### config.mk
export PLATFORM = sky130hd
export DESIGN_NAME = s_dly_meas
export DESIGN_NICKNAME = d
export VERILOG_FILES = /design/src/rtl/s_dly_meas.sv
export SDC_FILE = /design/constraint.sdc
export NUM_CORES = 1
export LEC_CHECK = 0
export CORE_UTILIZATION = 35
export DETAILED_ROUTE_END_ITERATION = 10
export PLACE_DENSITY = 0.63
export SETUP_SLACK_MARGIN = 0.5
export SLEW_MARGIN = 10
export SYNTH_ARGS = -nofsm -noshare
export SYNTH_HDL_FRONTEND = slang
export SYNTH_SLANG_ARGS = --single-unit
### constraint.sdc
create_clock -name clk -period 2.05 [get_ports clk]
set_clock_uncertainty 0.05 [all_clocks]
set_input_delay 0.41 -clock clk [delete_from_list [all_inputs] [get_ports clk]]
set_output_delay 0.41 -clock clk [all_outputs]
set_load 0.05 [all_outputs]
### src/rtl/s_dly_meas.sv
// Latency meter: measures cycles from a start pulse to its returned echo,
// flags timeouts and tracks the largest delay observed.
module s_dly_meas #(
   parameter int CNT_W   = 8,
   parameter int TIMEOUT = 255
) (
   input  logic             clk,
   input  logic             rst_n,
   input  logic             start,
   input  logic             echo,
   input  logic             clr_max,
   output logic             busy,
   output logic             meas_done,
   output logic [CNT_W-1:0] meas_val,
   output logic             timeout,
   output logic [CNT_W-1:0] meas_max
);

   if (TIMEOUT < 1 ||
       longint'(TIMEOUT) > (longint'(1) << CNT_W) - 1) begin : g_bad_timeout
      $error("s_dly_meas: TIMEOUT out of range for CNT_W");
   end

   localparam logic [CNT_W-1:0] TMO_C = CNT_W'(TIMEOUT);

   typedef enum logic {
      IDLE,
      RUN
   } state_t;

   state_t           state_q;
   logic [CNT_W-1:0] cnt_q;
   logic             busy_q;
   logic             done_q;
   logic             to_q;
   logic [CNT_W-1:0] val_q;
   logic [CNT_W-1:0] max_q;

   always_ff @(posedge clk or negedge rst_n) begin
      if (!rst_n) begin
         state_q <= IDLE;
         cnt_q   <= '0;
         busy_q  <= 1'b0;
         done_q  <= 1'b0;
         to_q    <= 1'b0;
         val_q   <= '0;
         max_q   <= '0;
      end else begin
         done_q <= 1'b0;
         to_q   <= 1'b0;
         if (clr_max) begin
            max_q <= '0;
         end
         unique case (state_q)
            IDLE: begin
               if (start && echo) begin
                  // zero-delay: max(meas_max, 0) leaves meas_max as is
                  done_q <= 1'b1;
                  val_q  <= '0;
               end else if (start) begin
                  state_q <= RUN;
                  busy_q  <= 1'b1;
                  cnt_q   <= {{(CNT_W-1){1'b0}}, 1'b1};
               end
            end
            RUN: begin
               if (echo) begin
                  state_q <= IDLE;
                  busy_q  <= 1'b0;
                  done_q  <= 1'b1;
                  val_q   <= cnt_q;
                  if (!clr_max && cnt_q > max_q) begin
                     max_q <= cnt_q;
                  end
               end else if (cnt_q == TMO_C) begin
                  state_q <= IDLE;
                  busy_q  <= 1'b0;
                  to_q    <= 1'b1;
               end else begin
                  cnt_q <= cnt_q + 1'b1;
               end
            end
            default: begin
               state_q <= IDLE;
               busy_q  <= 1'b0;
            end
         endcase
      end
   end

   assign busy      = busy_q;
   assign meas_done = done_q;
   assign timeout   = to_q;
   assign meas_val  = val_q;
   assign meas_max  = max_q;

endmodule

==> results.json, run 1 <==
{
  "status": "finished, violations left",
  "violations": "DRC",
  "syn_to_final_growth_pct": 49.4,
  "syn_inst": 133,
  "grt_antenna_before_repair": 0,
  "dp_slack_ps": -57.7,
  "synthesis.area_sq_mm": 0.00146,
  "overflow": 0,
  "r2r_slack_ps": 100,
  "portBuffers": 23,
  "synth_nets": 147,
  "root_buffer": "clkbuf_8",
  "yosysUniqueCellTypes": 35,
  "clk_latency_ps": 270,
  "start_util": 0.364,
  "grt_pass1_vias": 1168,
  "grt_pass1_wl_um": 5490,
  "wirelength_um": 3260,
  "grt_usage": 0.166,
  "finalNetCount": 194,
  "rsz0062_at_grt": "true",
  "num_vias": 1120,
  "clockPowerShare": 0.278,
  "maxSlewViolCount": 0,
  "ir_drop_mv": 0.400,
  "postCtsHoldBufs": 0,
  "setup-tns-final_ps": 0,
  "setup_viol": 0,
  "arrival_ps": 2060,
  "layout_min_cycle_time_ps": 1950,
  "clock.fmax_ghz": 0.513,
  "switching_share": 0.314,
  "yosys_warnings": 0,
  "r2r-end": "meas_max[6]",
  "htreeDepth": 1,
  "die_area_sq_mm": 0.00442,
  "post-route-worst-setup-slack_ps": 101,
  "cts_tree": "done",
  "core_area_sq_mm": 0.00400,
  "tightest_slew_ps": 358,
  "intPower_uw": 1070,
  "cap_violations": 0,
  "max_slew_margin": 0.761,
  "hold_violations": 0,
  "ff2ff_path_depth": 6,
  "wl_per_cell_um": 14.2,
  "min_path_type": "primary input to asynchronous set/reset pin",
  "dp_cells": 214,
  "pwr-share-seq": 0.407,
  "die_w_um": 66.5,
  "worst-setup-path-type": "flop to flop",
  "post-route-period-util": 0.951,
  "antennaDiodeCount": 0,
  "rows": 23,
  "r2r_start": "cnt_q[7]",
  "dp_hpwl_um": 2260,
  "p_sw_uw": 490,
  "grt_start_max_net_pins": 29,
  "synth.ff_latch_count": 28,
  "leakage_uw": 0.00101,
  "required_ps": 2160,
  "worst-path-max-fanout": 8,
  "detail_route.first_pass.iterations": 7,
  "die_h_um": 66.5,
  "layout-drive-gt1-share": 0.480,
  "path_clk_slew_ps": 100,
  "pwr-share-comb": 0.315,
  "clock-sinks": 28,
  "viasPerCell": 4.89,
  "place.gp.congestion": 0.755,
  "worst_setup_path_end_kind": "flop",
  "drc": 2,
  "syn_area_per_cell_sq_um": 10.9,
  "finalNonFillerCells": 229,
  "ant_nets": 0,
  "ioPinCount": 24,
  "powerDensity_mw_per_mm2": 717,
  "clockBufferDepth": 2,
  "synth-seq-area-share": 0.482,
  "startpoint_type": "flop",
  "numCtsBuffers": 3,
  "post-route-util": 0.544,
  "drt_iter0_markers": 43
}
[how the worst max path moves through the flow]
stage | startpoint | endpoint | slack [ps] | cells past startpoint
CTS | cnt_q[5] | meas_max[6] | 100 | 6
global route | meas_max[7] | meas_max[4] | 30 | 8
floorplan | meas_max[7] | meas_max[5] | 40 | 7
finish | cnt_q[7] | meas_max[6] | 100 | 6
detailed placement | echo | meas_max[6] | -60 | 5
global placement | echo | meas_max[6] | 8 | 5
[synthesized netlist by cell type]
library cell   n  area [sq um]
a22o_1         8          70.1
mux2i_1        1          10.0
and2_0         1          6.26
dfrtp_1       28           701
nor4_2         1          12.5
nor3b_1        1          7.51
and2_1         1          6.26
a41o_1         1          10.0
a21oi_1        4          20.0
o21bai_1       1          7.51
mux2_4         7           105
o21ai_0        2          10.0
nand2_2        1          6.26
a31oi_2        1          12.5
xor2_1         6          52.6
nor2b_1        1          6.26
nand3_1        5          25.0
o22ai_1        1          6.26
clkbuf_1       2          7.51
nand4_1        4          25.0
nor4b_4        1          23.8
nor3_1         1          5.00
and4_1         1          8.76
buf_4          1          7.51
o21ai_1        1          5.00
and3_1         1          6.26
ha_1           9           113
nand2_1        8          30.0
a21oi_4        1          16.3
buf_2          1          5.00
a21o_1         1          7.51
nand2b_1       1          6.26
a41oi_1        1          8.76
inv_1         12          45.0
nor2_1        16          60.1
[area by class of cell]
class                           instances  area [sq um]
Fill cell                             331          1830
Multi-Input combinational cell         89           828
Sequential cell                        28           713
Timing Repair Buffer                   46           454
Tap cell                               50          62.6
Inverter                               12          45.0
Clock buffer                            3          41.3
Clock inverter                          1          30.0
[metrics by stage]
step | hold WS (ps) | power, uW | area, sq um
global placement | 438 | 1060 | 1880
detailed placement | 432 | 1070 | 1880
finish | 454 | 1560 | 2170
global route | 474 | 1640 | 2170
CTS | 460 | 1520 | 2060
floorplan | 64.4 | 916 | 1520
[per-layer routing]
layer / vias up / global-route usage / routed length (um) / part of all wire
li1: 558 / - / - / -
met1: 541 / 0.206 / 1490 / 0.46
met2: 19 / 0.292 / 1650 / 0.51
met3: 2 / 0.0360 / 100 / 0.031
met4: 0 / 0.0399 / 19 / 0.0058
met5: - / 0 / 0 / 0
[critical path, stage by stage, from the launching register on]
cell,delay (ps)
dfrtp_1,430
ha_4,290
nand4_1,190
nor4b_4,330
a21oi_4,100
buf_12,160
mux2_4,290
[logic make-up (layout without fill, tap and decap cells)]
logic type,count (synthesis),in the layout,synth area share
adder cells (fa/ha/maj),9,9,0.0774
flip-flops,28,28,0.482
AND/OR/NAND/NOR,44,44,0.162
buffers and inverters,16,62,0.0447
multiplexers,8,8,0.0791
XOR/XNOR,6,6,0.0361
AO/OA/AOI/OAI,22,22,0.120
[power by group through the flow]
stage	Combinational (uW)	Sequential [uW]	Clock [uW]
after floorplan	179	738	0
after global placement	415	641	0
after detailed placement	426	643	0
after CTS	439	634	448
after global routing	533	642	462
final	491	635	433
[state kept, by name (all words and copies together), names as in the netlist]
signal	flops
busy	1
cnt_q	8
meas_done	1
meas_max	8
meas_val	8
state_q	1
timeout	1
[timing repair]
action / CTS / global route
setup endpoints to repair: 35 / 18
gates cloned: 0 / 0
pin swaps: 6 / 7
setup buffers: 5 / 6
resized for setup: 68 / 15
[placed cells by master (no fill, tap or decap), drive strengths merged, types with 6 or more instances in the layout]
| cell type | Yosys | layout |
|---|---|---|
| buf | 2 | 23 |
| mux2 | 7 | 7 |
| dfrtp | 28 | 28 |
| nor2 | 16 | 16 |
| nand2 | 9 | 9 |
| clkdlybuf4s15 | 0 | 18 |
| inv | 12 | 12 |
| xor2 | 6 | 6 |
| a22o | 8 | 8 |
| ha | 9 | 9 |
No activity file was read; power rests on OpenSTA's default activity.
==> run 2: changes to the inputs <==
--- a/config.mk
+++ b/config.mk
@@ -5,6 +5,7 @@
 export SDC_FILE = /design/constraint.sdc
 export NUM_CORES = 1
 export LEC_CHECK = 0
+export CORE_MARGIN = 5
 export CORE_UTILIZATION = 35
 export DETAILED_ROUTE_END_ITERATION = 10
 export PLACE_DENSITY = 0.63
==> run 2 against run 1 <==
The run now ends clean. Sequential power is essentially flat. Global-route usage shrank 4.2 points. Fmax grew 1.6%. Flip-flop and latch count is the same. Clock power grew 2%. Combinational power shrank 4.9%. Largest power group unchanged.
==> results.json, run 2 (synthesis results as in run 1) <==
{
  "clock-sinks": 28,
  "clk_latency_ps": 280,
  "hold_violations": 0,
  "clockBufferDepth": 2,
  "r2r_start": "meas_max[5]",
  "die_h_um": 74.5,
  "leakage_uw": 0.000948,
  "switching_share": 0.315,
  "ioPinCount": 24,
  "detail_route.first_pass.iterations": 4,
  "grt_start_max_net_pins": 29,
  "clock.fmax_ghz": 0.521,
  "status": "finished, final reports clean",
  "max_slew_margin": 0.589,
  "slowest_delay_ps": 420,
  "antennaDiodeCount": 0,
  "worst_setup_path_end_kind": "flop",
  "worst-path-max-fanout": 8,
  "core_area_sq_mm": 0.00403,
  "grt_usage": 0.125,
  "powerDensity_mw_per_mm2": 733,
  "intPower_uw": 1050,
  "drt_iter0_markers": 23,
  "syn_to_final_growth_pct": 44.3,
  "grt_pass1_wl_um": 5350,
  "setup_viol": 0,
  "p_sw_uw": 486,
  "cts_tree": "done",
  "die_area_sq_mm": 0.00555,
  "pwr-share-comb": 0.303,
  "rows": 23,
  "r2r-end": "meas_max[5]",
  "htreeDepth": 1,
  "clockPowerShare": 0.286,
  "viasPerCell": 4.95,
  "layout_min_cycle_time_ps": 1920,
  "final_cell_mix": "dfrtp_1, clkdlybuf4s15_2, nor2_1, buf_4, inv_1",
  "place.gp.congestion": 0.840,
  "setup-tns-final_ps": 0,
  "wirelength_um": 3230,
  "wl_per_cell_um": 14.6,
  "dpl_cell_area_sq_mm": 0.00187,
  "layout-drive-gt1-share": 0.442,
  "cp_num_buf_inv": 2,
  "worst_path_max_delay_cell": "dfrtp_2",
  "required_ps": 2170,
  "root_buffer": "clkbuf_8",
  "crit_family": "compound AO/OA/AOI/OAI gates",
  "ant_nets": 0,
  "num_vias": 1100,
  "die_w_um": 74.5,
  "grt_pass1_vias": 1192,
  "pwr-share-seq": 0.411,
  "finalNetCount": 187,
  "n_fill_cell": 354,
  "min_path_type": "primary input to asynchronous set/reset pin",
  "dp_hpwl_um": 2370,
  "r2r_slack_ps": 130,
  "post-route-worst-setup-slack_ps": 132,
  "whs_ps": 447,
  "final_area_sq_mm": 0.00210,
  "drc": 0,
  "numCtsBuffers": 3,
  "overflow": 0,
  "cap_violations": 0,
  "path_clk_slew_ps": 100,
  "post-route-period-util": 0.936,
  "arrival_ps": 2040,
  "portBuffers": 23,
  "ff2ff_path_depth": 8,
  "dp_slack_ps": -41.0,
  "worstPathCellList": "inv_2 > ha_4 > a41o_1 > a21oi_2 > nor4_4 > a21oi_4 > buf_12 > mux2_4",
  "startpoint_type": "flop",
  "worst-setup-path-type": "flop to flop",
  "tightest_slew_ps": 613,
  "maxSlewViolCount": 0,
  "grt_antenna_before_repair": 0,
  "final_common_cell": "dfrtp_1",
  "ir_drop_mv": 0.315,
  "rsz0062_at_grt": "true",
  "start_util": 0.361
}
-- run 2: metrics by stage --
stage               instances  total power (uW)  utilization
finish                    222              1540        0.521
floorplan                 133               916            -
global placement          213              1050        0.465
CTS                       219              1520        0.503
global route              222              1620        0.521
detailed placement        213              1060        0.465
-- run 2: repair_timing --
action | in CTS | in global routing
hold buffers | 0 | 0
pin swaps | 8 | 7
setup buffers | 2 | 3
resized for setup | 63 | 12
endpoints found under the setup margin | 34 | 25
-- run 2: power by group through the flow --
| stage | clock [uW] | combinational, uW | sequential [uW] |
|---|---|---|---|
| after floorplan | 0 | 179 | 738 |
| after global placement | 0 | 413 | 641 |
| after detailed placement | 0 | 422 | 643 |
| after CTS | 451 | 437 | 633 |
| after global routing | 472 | 509 | 638 |
| final | 441 | 467 | 632 |
-- run 2: metal layers --
| metal | track usage | wire length, um |
|---|---|---|
| met5 | 0 | 0 |
| met4 | 0.0356 | 34 |
| met2 | 0.227 | 1630 |
| met1 | 0.150 | 1470 |
| met3 | 0.0203 | 97 |
-- run 2: area by class of cell --
type / count / area, sq um / area share
clock inverters: 1 / 30.0 / 0.0143
clock buffers: 3 / 41.3 / 0.0197
multi-input cells: 89 / 810 / 0.386
flip-flops and latches: 28 / 711 / 0.338
repair buffers: 39 / 400 / 0.191
well taps: 50 / 62.6 / 0.0298
inverters: 12 / 45.0 / 0.0215
-- run 2: how the worst max path moves through the flow --
stage	startpoint	endpoint	slack (ps)	depth (start not counted)
2_1_floorplan	meas_max[7]	meas_max[5]	40	7
3_3_place_gp	echo	meas_max[6]	30	5
3_5_place_dp	echo	meas_max[5]	-40	5
4_1_cts	cnt_q[7]	meas_max[5]	120	6
5_1_grt	state_q	meas_max[1]	60	5
6_report	meas_max[5]	meas_max[5]	130	8
-- run 2: worst reg2reg max path: cells and delay by family, from the launching register on --
kind / cells / cell delay (ps)
AOI/OAI and AO/OA: 3 / 540
adders and majority gates: 1 / 190
buffers and inverters: 2 / 230
DFF: 1 / 420
muxes: 1 / 300
and+or+nand+nor: 1 / 80
